$ cat config.mk
export PLATFORM = sky130hd
export DESIGN_NAME = if_fetch_ctrl
export DESIGN_NICKNAME = d
export VERILOG_FILES = /design/src/rtl/if_fetch_ctrl.sv
export SDC_FILE = /design/constraint.sdc
export NUM_CORES = 1
export LEC_CHECK = 0
export BUFFER_PORTS_ARGS = -buffer_cell sky130_fd_sc_hd__buf_2
export CAP_MARGIN = 20
export CORE_MARGIN = 10
export CORE_UTILIZATION = 53
export CTS_CLUSTER_SIZE = 40
export DETAILED_ROUTE_END_ITERATION = 6
export PLACE_DENSITY_LB_ADDON = 0.2
export SYNTH_ARGS = -nofsm -noshare
export SYNTH_HDL_FRONTEND = slang
export SYNTH_SLANG_ARGS = --single-unit
export TNS_END_PERCENT = 10
$ cat constraint.sdc
create_clock -name clk -period 2.6 [get_ports clk]
set_clock_uncertainty 0.2 [all_clocks]
set_input_delay 0.26 -clock clk [delete_from_list [all_inputs] [get_ports clk]]
set_output_delay 0.26 -clock clk [all_outputs]
set_load 0.005 [all_outputs]
$ cat src/rtl/if_fetch_ctrl.sv
// Instruction-fetch sequencer: owns the fetch PC, runs a single-outstanding
// req/gnt/rvalid exchange with imem and hands one instruction at a time to decode.
module if_fetch_ctrl #(
    parameter int unsigned        ADDR_W   = 32,
    parameter int unsigned        INSN_W   = 32,
    parameter logic [ADDR_W-1:0]  RESET_PC = '0
) (
    input  logic              clk,
    input  logic              reset,
    input  logic              cpu_en,
    input  logic              br_taken,
    input  logic [ADDR_W-1:0] br_addr,
    input  logic              stall,
    output logic              imem_req,
    output logic [ADDR_W-1:0] imem_addr,
    input  logic              imem_gnt,
    input  logic              imem_rvalid,
    input  logic [INSN_W-1:0] imem_rdata,
    output logic [ADDR_W-1:0] if_pc,
    output logic [INSN_W-1:0] if_insn,
    output logic              if_valid
);

    typedef enum logic [1:0] {
        S_IDLE,
        S_FETCH,
        S_WAIT,
        S_HOLD
    } state_t;

    state_t            state_q, state_d;
    logic [ADDR_W-1:0] fetch_pc_q, fetch_pc_d;
    logic              drop_q, drop_d;
    logic              req_d;
    logic [ADDR_W-1:0] addr_d;
    logic [ADDR_W-1:0] pc_d;
    logic [INSN_W-1:0] insn_d;
    logic              valid_d;
    logic [ADDR_W-1:0] br_tgt;
    logic              unused_br_lsb;

    // Redirect targets are word aligned; the low bits are ignored.
    assign br_tgt        = {br_addr[ADDR_W-1:2], 2'b00};
    assign unused_br_lsb = ^br_addr[1:0];

    // Next-state and next-output decision for every register.
    always_comb begin
        state_d    = state_q;
        fetch_pc_d = fetch_pc_q;
        drop_d     = drop_q;
        req_d      = imem_req;
        addr_d     = imem_addr;
        pc_d       = if_pc;
        insn_d     = if_insn;
        valid_d    = if_valid;

        if (!cpu_en) begin
            state_d    = S_IDLE;
            req_d      = 1'b0;
            valid_d    = 1'b0;
            fetch_pc_d = RESET_PC;
            unique case (1'b1)
                state_q == S_WAIT:              drop_d = !imem_rvalid;
                state_q == S_FETCH && imem_gnt: drop_d = 1'b1;
                state_q == S_IDLE && imem_rvalid: drop_d = 1'b0;
                default: ;
            endcase
        end else begin
            unique case (state_q)
                S_IDLE: begin
                    if (drop_q && imem_rvalid) drop_d = 1'b0;
                    if (br_taken) fetch_pc_d = br_tgt;
                    if (!drop_q) begin
                        state_d = S_FETCH;
                        req_d   = 1'b1;
                        addr_d  = fetch_pc_d;
                    end
                end
                S_FETCH: begin
                    if (br_taken) fetch_pc_d = br_tgt;
                    if (imem_gnt) begin
                        state_d = S_WAIT;
                        req_d   = 1'b0;
                        if (br_taken) drop_d = 1'b1;
                    end else begin
                        addr_d = fetch_pc_d;
                    end
                end
                S_WAIT: begin
                    if (imem_rvalid) begin
                        if (br_taken || drop_q) begin
                            if (br_taken) fetch_pc_d = br_tgt;
                            drop_d  = 1'b0;
                            state_d = S_FETCH;
                            req_d   = 1'b1;
                            addr_d  = fetch_pc_d;
                        end else begin
                            insn_d     = imem_rdata;
                            pc_d       = fetch_pc_q;
                            valid_d    = 1'b1;
                            fetch_pc_d = fetch_pc_q + ADDR_W'(4);
                            state_d    = S_HOLD;
                        end
                    end else if (br_taken) begin
                        fetch_pc_d = br_tgt;
                        drop_d     = 1'b1;
                    end
                end
                S_HOLD: begin
                    if (br_taken || !stall) begin
                        if (br_taken) fetch_pc_d = br_tgt;
                        valid_d = 1'b0;
                        state_d = S_FETCH;
                        req_d   = 1'b1;
                        addr_d  = fetch_pc_d;
                    end
                end
                default: state_d = S_IDLE;
            endcase
        end
    end

    // State and output registers; everything seen outside comes from here.
    always_ff @(posedge clk or negedge reset) begin
        if (!reset) begin
            state_q    <= S_IDLE;
            fetch_pc_q <= RESET_PC;
            drop_q     <= 1'b0;
            imem_req   <= 1'b0;
            imem_addr  <= RESET_PC;
            if_pc      <= '0;
            if_insn    <= '0;
            if_valid   <= 1'b0;
        end else begin
            state_q    <= state_d;
            fetch_pc_q <= fetch_pc_d;
            drop_q     <= drop_d;
            imem_req   <= req_d;
            imem_addr  <= addr_d;
            if_pc      <= pc_d;
            if_insn    <= insn_d;
            if_valid   <= valid_d;
        end
    end

endmodule

== After elaboration in Yosys (flattened, before gate mapping) ==
Index checks and enable logic that the tools add are counted.
Word-level totals
  bits in read-only memories: 0
  bits in latches: 0
  bits in writable memories: 0
  input bits: 71
  output and inout bits: 98
  register bits after elaboration: 133
  memories: 0
  word-level logic and storage cells: 82
Cells by class
  div/mod/pow operators: 0
  $add $sub $neg: 1
  multipliers: 0
  shift operators: 0
  mux-type cells: 38
  bitwise gates (word level): 1
  equal/unequal tests: 18
  order comparisons: 0
  reductions and logical operators: 16
Operators with widths (count)
  $mux W32: 9
  $pmux W32 S4: 1
  $pmux W32 S3: 1
  $add A32 B3 Y32 const B: 1
  $mux W1: 16
  $ne A3 B3 Y1 const B: 5
  $mux W2: 6
  $reduce_and A4 Y1: 3
  $reduce_and A5 Y1: 2
  $ne A2 B2 Y1 const B: 4
  $pmux W2 S4: 1
  $ne A3 B2 Y1 const B: 2
  $pmux W1 S3: 2
  $reduce_and A6 Y1: 1
  $eq A2 B2 Y1 const B: 2
  $ne A4 B1 Y1 const B: 1
  $ne A4 B3 Y1 const B: 1
  $pmux W1 S4: 1
  $reduce_bool A4 Y1: 1
  $logic_and A1 B1 Y1: 3
  $ne A3 B1 Y1 const B: 1
  $eq A2 B1 Y1 const B: 1
  $logic_not A1 Y1: 2
  $logic_not A2 Y1: 1
  5 further kinds: 6

== Logic depth before layout (Yosys ltp) ==
Gate-level depths: netlist of run 1.
  word-level depth: 5
  gate-level depth with buffers: 9
  gate-level depth less buffers: 7

== Worst setup path before layout of run 1 ==
OpenSTA, ideal clock, no wires.
  path type: flip-flop to flip-flop
  start: register state_q[0]
  end: register fetch_pc_q[19]
  slack: 448 ps
  arrival time: 1874 ps
  library setup time: 78 ps
  clock period less this slack: 2152 ps
  required time: 2322 ps
  stages on the path, launching flop included: 8
  buffers on the path: 1
  cell sequence: dfrtp_1 ha_1 and3b_1 clkbuf_1 nor2_1 nand4_1 mux2_1 a21boi_1
Between the ends
  cells in the longest elaborated chain, start to end: 4
  elaborated cells between the ends (all ways): 8
  classes of those cells: eq/ne (4); mux (2); reduce/logical (2)
RTL lines
  start: declaration: RTL line 31  | state_t state_q, state_d;
  start signal: assignment: RTL line 135  | state_q <= state_d;
  $eq A2 B1 Y1 or $logic_not A2 Y1 (tied branches): RTL line 69  | unique case (state_q)
  $reduce_or A2 Y1 (no source line)
  $pmux W32 S3: RTL line 69
  $mux W32: RTL line 57  | if (!cpu_en) begin
  end signal: assignment: RTL line 136  | fetch_pc_q <= fetch_pc_d;
  end: declaration: RTL line 32  | logic [ADDR_W-1:0] fetch_pc_q, fetch_pc_d;
Parallel ways exist; a longest one is shown, timed or not.
A chain may end at the register's enable or synchronous reset.

== Final worst setup path of run 1 ==
  start: register state_q[0]
  end: register if_valid
Between the ends
  cells in the longest elaborated chain, start to end: 3
  elaborated cells between the ends (all ways): 9
  classes of those cells: eq/ne (6); mux (2); reduce/logical (1)
RTL lines
  $eq A2 B2 Y1: RTL line 69
  $ne A3 B3 Y1 (no source line), or another cell as far along
  $reduce_and A4 Y1 (no source line) or $mux W1 (tied branches)
  end signal: assignment: RTL line 142  | if_valid <= valid_d;
  end: declaration: RTL line 21  | output logic if_valid
Parallel ways exist; a longest one is shown, timed or not.

==> key figures, run 1 <==
Run status
  • Status: finished, final reports clean

Floorplan
  • Top-level port count: 169
  • Num rows: 40
  • Die Wd: 130 um
  • Die area: 17,000 um^2
  • Die height: 130 um
  • Core area: 12,000 um^2
  • Starting density of the core: 53.9%

Global routing
  • Global-route wire length before repair: 32,400 um
  • Initial antenna violation count: 0
  • Vias in the first global route: 6,242
  • Pin count of the biggest net entering global routing: 69
  • Total Routing Usage GR: 24.3%
  • GRT overflow: 0

Synth
  • Syn_area_per_cell: 8.77 um^2
  • Most frequent cell after synthesis: nand2_1
  • Synth cell count leaders: nand2_1, dfrtp_1, nor2_1
  • Largest cells by area after synthesis: dfrtp_1, nand2_1, mux2i_1, a21oi_1, nor2_1
  • Post-Syn Area: 6450 um^2
  • Post-synthesis register bit count: 133
  • Area leader, netlist: dfrtp_1
  • Synth Flop Type: dfrtp_1
  • Distinct cells, synth: 61
  • Synth top area share: 51.6%
  • Post-synth EDFFs: 0
  • Register area share after synthesis: 51.6%
  • Post-synth ARST share: 100%
  • Cells after Synth: 735
  • Synth Net Count: 811
  • YS warnings: 0

Route
  • Vias per std cell: 5.63
  • WL/cell: 18.2 um
  • Antenna-violating nets left: 0
  • DRT Pass-1 Iters: 7
  • Final wirelength: 20,400 um
  • DR vias: 6,302
  • DRC viols: 0
  • Drt initial violations: 640

Cells and area
  • Multi-input logic area: 2900 um^2
  • Share of post-route cells with drive strength above 1: 24.8%
  • Seq. cell area: 3330 um^2
  • ANT cells: 0
  • Filler cells: 917
  • Layout net count: 1,035
  • Finished Layout Cells: 1,119
  • Area grow syn2layout: 35.4%

Worst setup path
  • Setup crit start kind: flip-flop
  • Critical path class: flip-flop to flip-flop
  • Worst Path Max Fanout: 9
  • Worst R2R End: if_valid
  • Worst R2R Start: state_q[0]
  • WP data arrival: 2620 ps
  • CP startpoint: state_q[0]
  • Reg2Reg Depth: 7
  • Critical path capture point: if_valid
  • Nature of the critical path endpoint: flip-flop
  • Reg-to-reg slack, setup: 130 ps
  • Required time of the critical path: 2750 ps

Power and ir drop
  • Power Density: 858 nW/um^2
  • Worst VDD drop: 0.584 mV
  • Leakage power: 4.51 nW

STA
  • Setup TNS: 0 ps
  • Fmax: 405 MHz
  • Hold slack: 6.89 ps
  • Period utilization: 95.0%
  • Fin crit period: 2470 ps
  • Unrepaired setup endpoints after global routing: no
  • Final hold viol count: 0
  • Finish-stage setup viols: 0
  • Max_slew headroom: 56.6%
  • Slew @ Worst Pin: 651 ps
  • Final count of pins violating max slew: 0

Clocking
  • TritonCTS Buffers: 17
  • Total setup buffers inserted after CTS: 0
  • CTS Root Cell: clkbuf_16
  • Sink Count: 133
  • Skew-Pair Late Insertion Delay: 420 ps
  • Maximum buffer depth of the clock tree: 2
  • TritonCTS clock tree: done
  • Clk slew on worst S/H paths: 60 ps
  • H-Tree Depth: 4

Job
  • Maxcap violations: 0

Hold path
  • HP Class: input pin to flip-flop

Placed design
  • GPL Wtd Cong: 0.930
  • IO buf count: 166
  • DP HPWL: 14,200 um
  • DP Cell Count: 1,030
[cell usage in the layout (no fill, tap or decap), drive strengths merged, types with 3 or more instances in the layout]
| cell type | count |
|---|---|
| clkbuf | 23 |
| o21ai | 36 |
| ha | 5 |
| or2 | 3 |
| and2 | 4 |
| o22ai | 3 |
| clkinv | 6 |
| and3 | 6 |
| a21oi | 42 |
| dfrtp | 133 |
| a21boi | 3 |
| o221ai | 5 |
| a211oi | 3 |
| mux2i | 30 |
| or4 | 3 |
| nand2 | 239 |
| bufinv | 3 |
| or3 | 3 |
| nand2b | 4 |
| nand3 | 21 |
| a31oi | 8 |
| inv | 7 |
| nor2 | 54 |
| nor3 | 12 |
| buf | 196 |
| nand4 | 12 |
| xor2 | 4 |
| nor4 | 7 |
| dlygate4sd3 | 57 |
| a22o | 11 |
[cell families (layout without fill, tap and decap cells)]
| kind of cell | Yosys count | after routing | synth area share, % |
|---|---|---|---|
| and+or+nand+nor | 377 | 377 | 25.8 |
| muxes | 31 | 31 | 4.83 |
| buffers and inverters | 55 | 292 | 3.73 |
| AOI/OAI and AO/OA | 128 | 128 | 12.2 |
| DFF | 133 | 133 | 51.6 |
| adders and majority gates | 5 | 5 | 0.970 |
| xor gates and xnor gates | 6 | 6 | 0.815 |
[worst min-delay path by stage]
stage | slack, ps | from | cells after the start | to
2_1_floorplan | -240 | reset | 0 | drop_q
3_3_place_gp | 100 | reset | 1 | if_pc[2]
3_5_place_dp | 110 | reset | 1 | if_pc[2]
4_1_cts | 1 | br_addr[26] | 3 | imem_addr[26]
5_1_grt | 8 | br_addr[26] | 3 | imem_addr[26]
6_report | 7 | br_addr[26] | 3 | imem_addr[26]
[worst max-delay path: stages (launching register included)]
cell,delay [ps]
dfrtp_1,410
ha_1,290
and3b_2,320
nor2_1,160
buf_4,220
o21ai_0,90
a31oi_1,150
dlygate4sd3_1,560
[state kept, by name (all words and copies together), names as in the netlist]
register and count:
fetch_pc_q 32, if_insn 32, if_pc 32, imem_addr 32, state_q 2, drop_q 1, if_valid 1, imem_req 1
[power by group]
group / internal (mW) / switching, mW / total, mW
combinational: 0.900 / 1.08 / 1.98
clock: 1.60 / 0.862 / 2.46
sequential: 2.67 / 0.376 / 3.04
[cell type report]
cell class | instances | area share, %
sequential | 133 | 38.1
multi-input combinational | 547 | 33.2
timing repair buffer | 253 | 19.3
clock buffer | 23 | 5.59
tap | 147 | 2.11
clock inverter | 9 | 1.42
inverter | 7 | 0.301
[metal layers]
layer / vias up / GRT usage [%] / wire length (um)
met5: - / 0 / 0
met4: 0 / 8.99 / 478
met3: 43 / 5.35 / 1920
met2: 286 / 39.2 / 9670
met1: 3019 / 31.3 / 8340
li1: 2954 / - / -
[stage by stage]
stage / cell area, um^2 / worst slack [ps] / power, mW / util (%)
6_report: 8730 / 131 / 7.49 / 73.0
5_1_grt: 8730 / 27.9 / 7.94 / 73.0
4_1_cts: 8730 / 99.5 / 7.50 / 73.0
3_5_place_dp: 7550 / 248 / 4.97 / 63.1
3_3_place_gp: 7550 / 306 / 4.86 / 63.1
2_1_floorplan: 6450 / 448 / 3.97 / -
[timing repair]
| item | in CTS | in global routing |
|---|---|---|
| resized for setup | 0 | 2 |
| hold buffers | 57 | 0 |
| endpoints found under the setup margin | 0 | 2 |
| endpoints found under the hold margin | 130 | 0 |
(Power assumes the default switching activity.)
==> run 2, diff against run 1 <==
CELL_PAD_IN_SITES_DETAIL_PLACEMENT = 1   (was default)
CELL_PAD_IN_SITES_GLOBAL_PLACEMENT = 1   (was default)
CORE_UTILIZATION = 39   (was 53)
==> run 2 against run 1 <==
Net effect:
- routed wire length rose by 13%
- maximum frequency grew 3.4%
- count of clock-buffer cells in the layout fell by 2
- sequential power about the same
- first-iteration DRC count is 49% lower
- sequential share of layout area is 0.15 points higher
- non-clock buffer count decreased by 9
- hold slack got worse by 1.5 ps
- utilization decreased by 19 points
- critical path type unchanged
- critical endpoint is now fetch_pc_q[31]
- largest power group unchanged
- highest routed layer unchanged
==> key figures, run 2 (synthesis gave the netlist of run 1 again) <==
STA
  • Period utilization: 91.8% (was 95.0%)
  • Setup TNS: 0 ps (unchanged)
  • Slew @ Worst Pin: 565 ps (was 651 ps)
  • Fmax: 419 MHz (was 405 MHz)
  • Max_slew headroom: 62.3% (was 56.6%)
  • Fin crit period: 2390 ps (was 2470 ps)
  • Unrepaired setup endpoints after global routing: no (unchanged)
  • Final count of pins violating max slew: 0 (unchanged)
  • Final hold viol count: 0 (unchanged)
  • Finish-stage setup viols: 0 (unchanged)

Power and ir drop
  • Leakage power: 4.45 nW (was 4.51 nW)
  • Worst VDD drop: 0.546 mV (was 0.584 mV)
  • Power Density: 846 nW/um^2 (was 858 nW/um^2)

Route
  • DR vias: 6,201 (was 6,302)
  • DRT Pass-1 Iters: 4 (was 7)
  • Antenna-violating nets left: 0 (unchanged)
  • WL/cell: 19.6 um (was 18.2 um)
  • DRC viols: 0 (unchanged)
  • Final wirelength: 23,100 um (was 20,400 um)
  • Drt initial violations: 328 (was 640)
  • Vias per std cell: 5.26 (was 5.63)

Hold path
  • HP Class: input pin to flip-flop (unchanged)

Floorplan
  • Starting density of the core: 40.2% (was 53.9%)
  • Die Wd: 149 um (was 130 um)
  • Num rows: 46 (was 40)
  • Die height: 149 um (was 130 um)
  • Top-level port count: 169 (unchanged)
  • Die area: 22,100 um^2 (was 17,000 um^2)
  • Core area: 16,100 um^2 (was 12,000 um^2)

Clocking
  • H-Tree Depth: 4 (unchanged)
  • Total setup buffers inserted after CTS: 0 (unchanged)
  • Sink Count: 133 (unchanged)
  • TritonCTS clock tree: done (unchanged)
  • Clk slew on worst S/H paths: 60 ps (about the same)
  • Skew-Pair Late Insertion Delay: 420 ps (about the same)
  • Maximum buffer depth of the clock tree: 2 (unchanged)
  • TritonCTS Buffers: 17 (unchanged)
  • CTS Root Cell: clkbuf_16 (unchanged)

Cells and area
  • Share of post-route cells with drive strength above 1: 24.6% (was 24.8%)
  • Leading cell type in the layout, fill and taps excluded: nand2_1 (unchanged)
  • Final Util: 54.2% (was 73.0%)
  • ANT cells: 0 (unchanged)
  • Commonest cells after routing, fill and taps aside: nand2_1, buf_2, dfrtp_1 (unchanged)
  • Layout net count: 1,026 (was 1,035)
  • Area grow syn2layout: 34.9% (was 35.4%)

Worst setup path
  • Worst Path Max Fanout: 11 (was 9)
  • WP data arrival: 2490 ps (was 2620 ps)
  • Setup crit start kind: flip-flop (unchanged)
  • Required time of the critical path: 2710 ps (was 2750 ps)
  • Critical path class: flip-flop to flip-flop (unchanged)
  • Nature of the critical path endpoint: flip-flop (unchanged)

Placed design
  • DP HPWL: 16,300 um (was 14,200 um)
  • GPL Wtd Cong: 0.917 (was 0.930)
  • IO buf count: 166 (unchanged)

Global routing
  • Vias in the first global route: 6,848 (was 6,242)
  • Total Routing Usage GR: 21.1% (was 24.3%)
  • GRT overflow: 0 (unchanged)
  • Initial antenna violation count: 0 (unchanged)
  • Global-route wire length before repair: 37,500 um (was 32,400 um)
  • Pin count of the biggest net entering global routing: 69 (unchanged)

Job
  • Maxcap violations: 0 (unchanged)

Run status
  • Status: finished, final reports clean (unchanged)
==> run 2: changes by cell type in the layout (fill, tap and decap cells not counted), sizes merged <==
cell,delta
dlygate4sd3,-5
bufinv,-2
clkinvlp,+2
clkbuf,-2
buf,-4
inv,+2
==> run 2: layer usage <==
metal,share of wire [%],global-route usage (%),vias up
met5,0,0,-
met4,1.2,6.14,0
met3,5.6,5.37,18
met2,49,35.0,182
met1,44,26.4,3071
li1,-,-,2930
==> run 2: timing repair <==
| item | 4_1_cts | 5_1_grt |
|---|---|---|
| endpoints found under the setup margin | 0 | 3 |
| hold buffers | 52 | 0 |
| gates resized for setup | 0 | 1 |
| endpoints found under the hold margin | 110 | 0 |
==> run 2: layout make-up <==
cell class	count	area, um^2
clock buffer	21	470
inverter	7	26.3
multi-input combinational	547	2900
clock inverter	11	100
fill	1944	7360
sequential	133	3330
tap	216	270
timing repair buffer	244	1600
==> run 2: path summary, 6_finish.rpt <==
path	cells past startpoint	slack (ps)	start	end
setup / recovery	8	210	state_q[0]	fetch_pc_q[31]
hold / removal	3	5	br_addr[20]	imem_addr[20]
setup reg to reg	8	210	state_q[0]	fetch_pc_q[31]
hold reg to reg	2	270	if_pc[4]	if_pc[4]
max in group asynchronous	3	1190	reset	if_insn[24]
min in group asynchronous	2	190	reset	if_pc[3]
==> run 2: power by group <==
group	switching, mW	internal, mW
combinational	1.11	0.897
sequential	0.377	2.67
clock	0.921	1.39
total	2.41	4.95
==> run 2: critical path, cell delays in order (launching register included) <==
cell and delay [ps]:
dfrtp_1 420, inv_1 100, ha_1 280, nor4bb_2 320, buf_4 220, nand2_1 150
a41oi_1 240, o221ai_1 120, or2_1 220
==> run 2: metrics by stage <==
step | setup WS (ps) | instance area (um^2) | hold slack, ps | power (mW) | std cells
2_1_floorplan | 448 | 6450 | -236 | 3.97 | 735
3_3_place_gp | 237 | 7600 | 55.6 | 4.90 | 1095
3_5_place_dp | 157 | 7600 | 75.1 | 5.05 | 1095
4_1_cts | 123 | 8690 | 4.73 | 7.44 | 1179
5_1_grt | 35.3 | 8700 | 19.0 | 7.89 | 1179
6_report | 212 | 8700 | 5.43 | 7.36 | 1179
==> run 3, diff against run 2 <==
ABC_CLOCK_PERIOD_IN_PS = 2600   (was default)
BUFFER_PORTS_ARGS = -buffer_cell sky130_fd_sc_hd__buf_4   (was -buffer_cell sky130_fd_sc_hd__buf_2)
==> run 3 against run 2 <==
Net effect:
- combinational power increased by 15%
- clock power decreased by 3%
- routed wire length increased by 0.56%
- largest cell class unchanged
==> key figures, run 3 (synthesis gave the netlist of run 1 again) <==
Worst setup path
  • Critical path's most frequent cell: buf_4
  • WP data arrival: 2480 ps (was 2490 ps)
  • Setup crit start kind: flip-flop (unchanged)
  • Critical path class: flip-flop to flip-flop (unchanged)
  • Worst path top cell family by delay: compound AO/OA/AOI/OAI gates (was simple AND/OR/NAND/NOR gates)
  • Critical Path Slowest Stage Cell: dfrtp_1 (unchanged)
  • Max incr delay on CP: 420 ps (about the same)
  • Nature of the critical path endpoint: flip-flop (unchanged)
  • Worst Path Buf+Inv: 3 (was 2)
  • Required time of the critical path: 2730 ps (was 2710 ps)
  • Critical path, cell by cell: inv_1 -> ha_1 -> buf_4 -> nand4bb_1 -> a21oi_1 -> buf_4 -> o221ai_1 -> nor3_1 (was inv_1 -> ha_1 -> nor4bb_2 -> buf_4 -> nand2_1 -> a41oi_1 -> o221ai_1 -> or2_1)
  • Worst Path Max Fanout: 6 (was 11)

STA
  • Final count of pins violating max slew: 0 (unchanged)
  • Slew @ Worst Pin: 598 ps (was 565 ps)
  • Unrepaired setup endpoints after global routing: no (unchanged)
  • Period utilization: 90.4% (was 91.8%)
  • Fmax: 426 MHz (was 419 MHz)
  • Fin crit period: 2350 ps (was 2390 ps)
  • Final hold viol count: 0 (unchanged)
  • Max_slew headroom: 59.7% (was 62.3%)
  • Finish-stage setup viols: 0 (unchanged)
  • Setup TNS: 0 ps (unchanged)

Power and ir drop
  • Leakage power: 4.56 nW (was 4.45 nW)
  • Power Density: 833 nW/um^2 (was 846 nW/um^2)
  • Worst VDD drop: 0.492 mV (was 0.546 mV)

Clocking
  • Resized Gates After CTS: 0 (unchanged)
  • Clk slew on worst S/H paths: 60 ps (about the same)
  • H-Tree Depth: 4 (unchanged)
  • Skew-Pair Late Insertion Delay: 420 ps (about the same)
  • TritonCTS clock tree: done (unchanged)
  • Sink Count: 133 (unchanged)
  • CTS Root Cell: clkbuf_16 (unchanged)
  • TritonCTS Buffers: 17 (unchanged)
  • Maximum buffer depth of the clock tree: 2 (unchanged)
  • Total setup buffers inserted after CTS: 0 (unchanged)
  • Hold Buf Count CTS: 60 (was 52)

Route
  • Antenna-violating nets left: 0 (unchanged)
  • Drt initial violations: 267 (was 328)
  • Final wirelength: 23,200 um (was 23,100 um)
  • WL/cell: 19.5 um (was 19.6 um)
  • DRT Pass-1 Iters: 5 (was 4)
  • Vias per std cell: 5.31 (was 5.26)
  • DRC viols: 0 (unchanged)
  • DR vias: 6,303 (was 6,201)

Floorplan
  • Die height: 149 um (unchanged)
  • Core area: 16,100 um^2 (unchanged)
  • Die area: 22,100 um^2 (unchanged)
  • Top-level port count: 169 (unchanged)
  • Die Wd: 149 um (unchanged)
  • Num rows: 46 (unchanged)
  • Starting density of the core: 40.2% (unchanged)

Global routing
  • Initial antenna violation count: 1 (was 0)
  • Total Routing Usage GR: 21.3% (was 21.1%)
  • Vias in the first global route: 6,944 (was 6,848)
  • Pin count of the biggest net entering global routing: 69 (unchanged)
  • GRT overflow: 0 (unchanged)
  • Global-route wire length before repair: 37,900 um (was 37,500 um)

Cells and area
  • Share of post-route cells with drive strength above 1: 24.3% (was 24.6%)
  • Final Util: 57.1% (was 54.2%)
  • Filler cells: 1,844 (was 1,944)
  • Leading cell type in the layout, fill and taps excluded: nand2_1 (unchanged)
  • Commonest cells after routing, fill and taps aside: nand2_1, buf_4, dfrtp_1 (was nand2_1, buf_2, dfrtp_1)
  • Area grow syn2layout: 42.1% (was 34.9%)
  • Layout net count: 1,034 (was 1,026)

Run status
  • Status: finished, final reports clean (unchanged)

Hold path
  • HP Class: input pin to flip-flop (unchanged)

Placed design
  • IO buf count: 166 (unchanged)
  • DP HPWL: 16,200 um (was 16,300 um)
  • GPL Wtd Cong: 0.879 (was 0.917)

Job
  • Maxcap violations: 0 (unchanged)
run 3: metal layers:
| layer | up-vias | global-route usage, % | routed length, um |
|---|---|---|---|
| met1 | 3126 | 27.2 | 10100 |
| met2 | 203 | 35.1 | 11400 |
| met4 | 0 | 5.30 | 244 |
| met5 | - | 0 | 0 |
| met3 | 21 | 5.19 | 1430 |
| li1 | 2953 | - | - |
run 3: path summary, 6_finish.rpt:
| path | start | to | slack, ps | cells past startpoint |
|---|---|---|---|---|
| worst min-delay path | br_addr[25] | imem_addr[25] | 10 | 3 |
| max in group asynchronous | reset | if_insn[3] | 1220 | 3 |
| worst min register to register | if_pc[19] | if_pc[19] | 270 | 2 |
| worst max-delay path | state_q[0] | fetch_pc_q[12] | 250 | 8 |
| worst max register to register | state_q[0] | fetch_pc_q[12] | 250 | 8 |
| min in group asynchronous | reset | if_insn[29] | 190 | 2 |
run 3: area by class of cell:
| type | instances | area (um^2) | share of cell area [%] |
|---|---|---|---|
| clock inverters | 10 | 71.3 | 0.778 |
| flip-flops and latches | 133 | 3330 | 36.3 |
| multi-input cells | 547 | 2900 | 31.6 |
| inverters | 7 | 26.3 | 0.287 |
| repair buffers | 252 | 2080 | 22.7 |
| well taps | 216 | 270 | 2.95 |
| clock buffers | 22 | 484 | 5.28 |
| diodes | 1 | 2.50 | 0.0273 |
run 3: tightest hold or removal path, cell delays in order:
cell and delay, ps:
buf_4 90, mux2i_1 80, a21oi_1 160
run 3: metrics by stage:
stage / worst slack (ps) / total power, mW / std cells / hold slack, ps / area (um^2)
after global routing: 42.8 / 8.15 / 1188 / 16.9 / 9160
after detailed placement: 266 / 5.37 / 1095 / 84.7 / 8000
after floorplan: 448 / 3.97 / 735 / -236 / 6450
after global placement: 339 / 5.23 / 1095 / 68.5 / 8000
after CTS: 275 / 7.71 / 1187 / 3.84 / 9160
final: 251 / 7.64 / 1188 / 12.4 / 9160
run 3: where the power goes:
group          internal (mW)  switching [mW]  total [mW]
clock                   1.33           0.914        2.24
combinational           1.21            1.12        2.32
sequential              2.67           0.407        3.07
total                   5.20            2.44        7.64
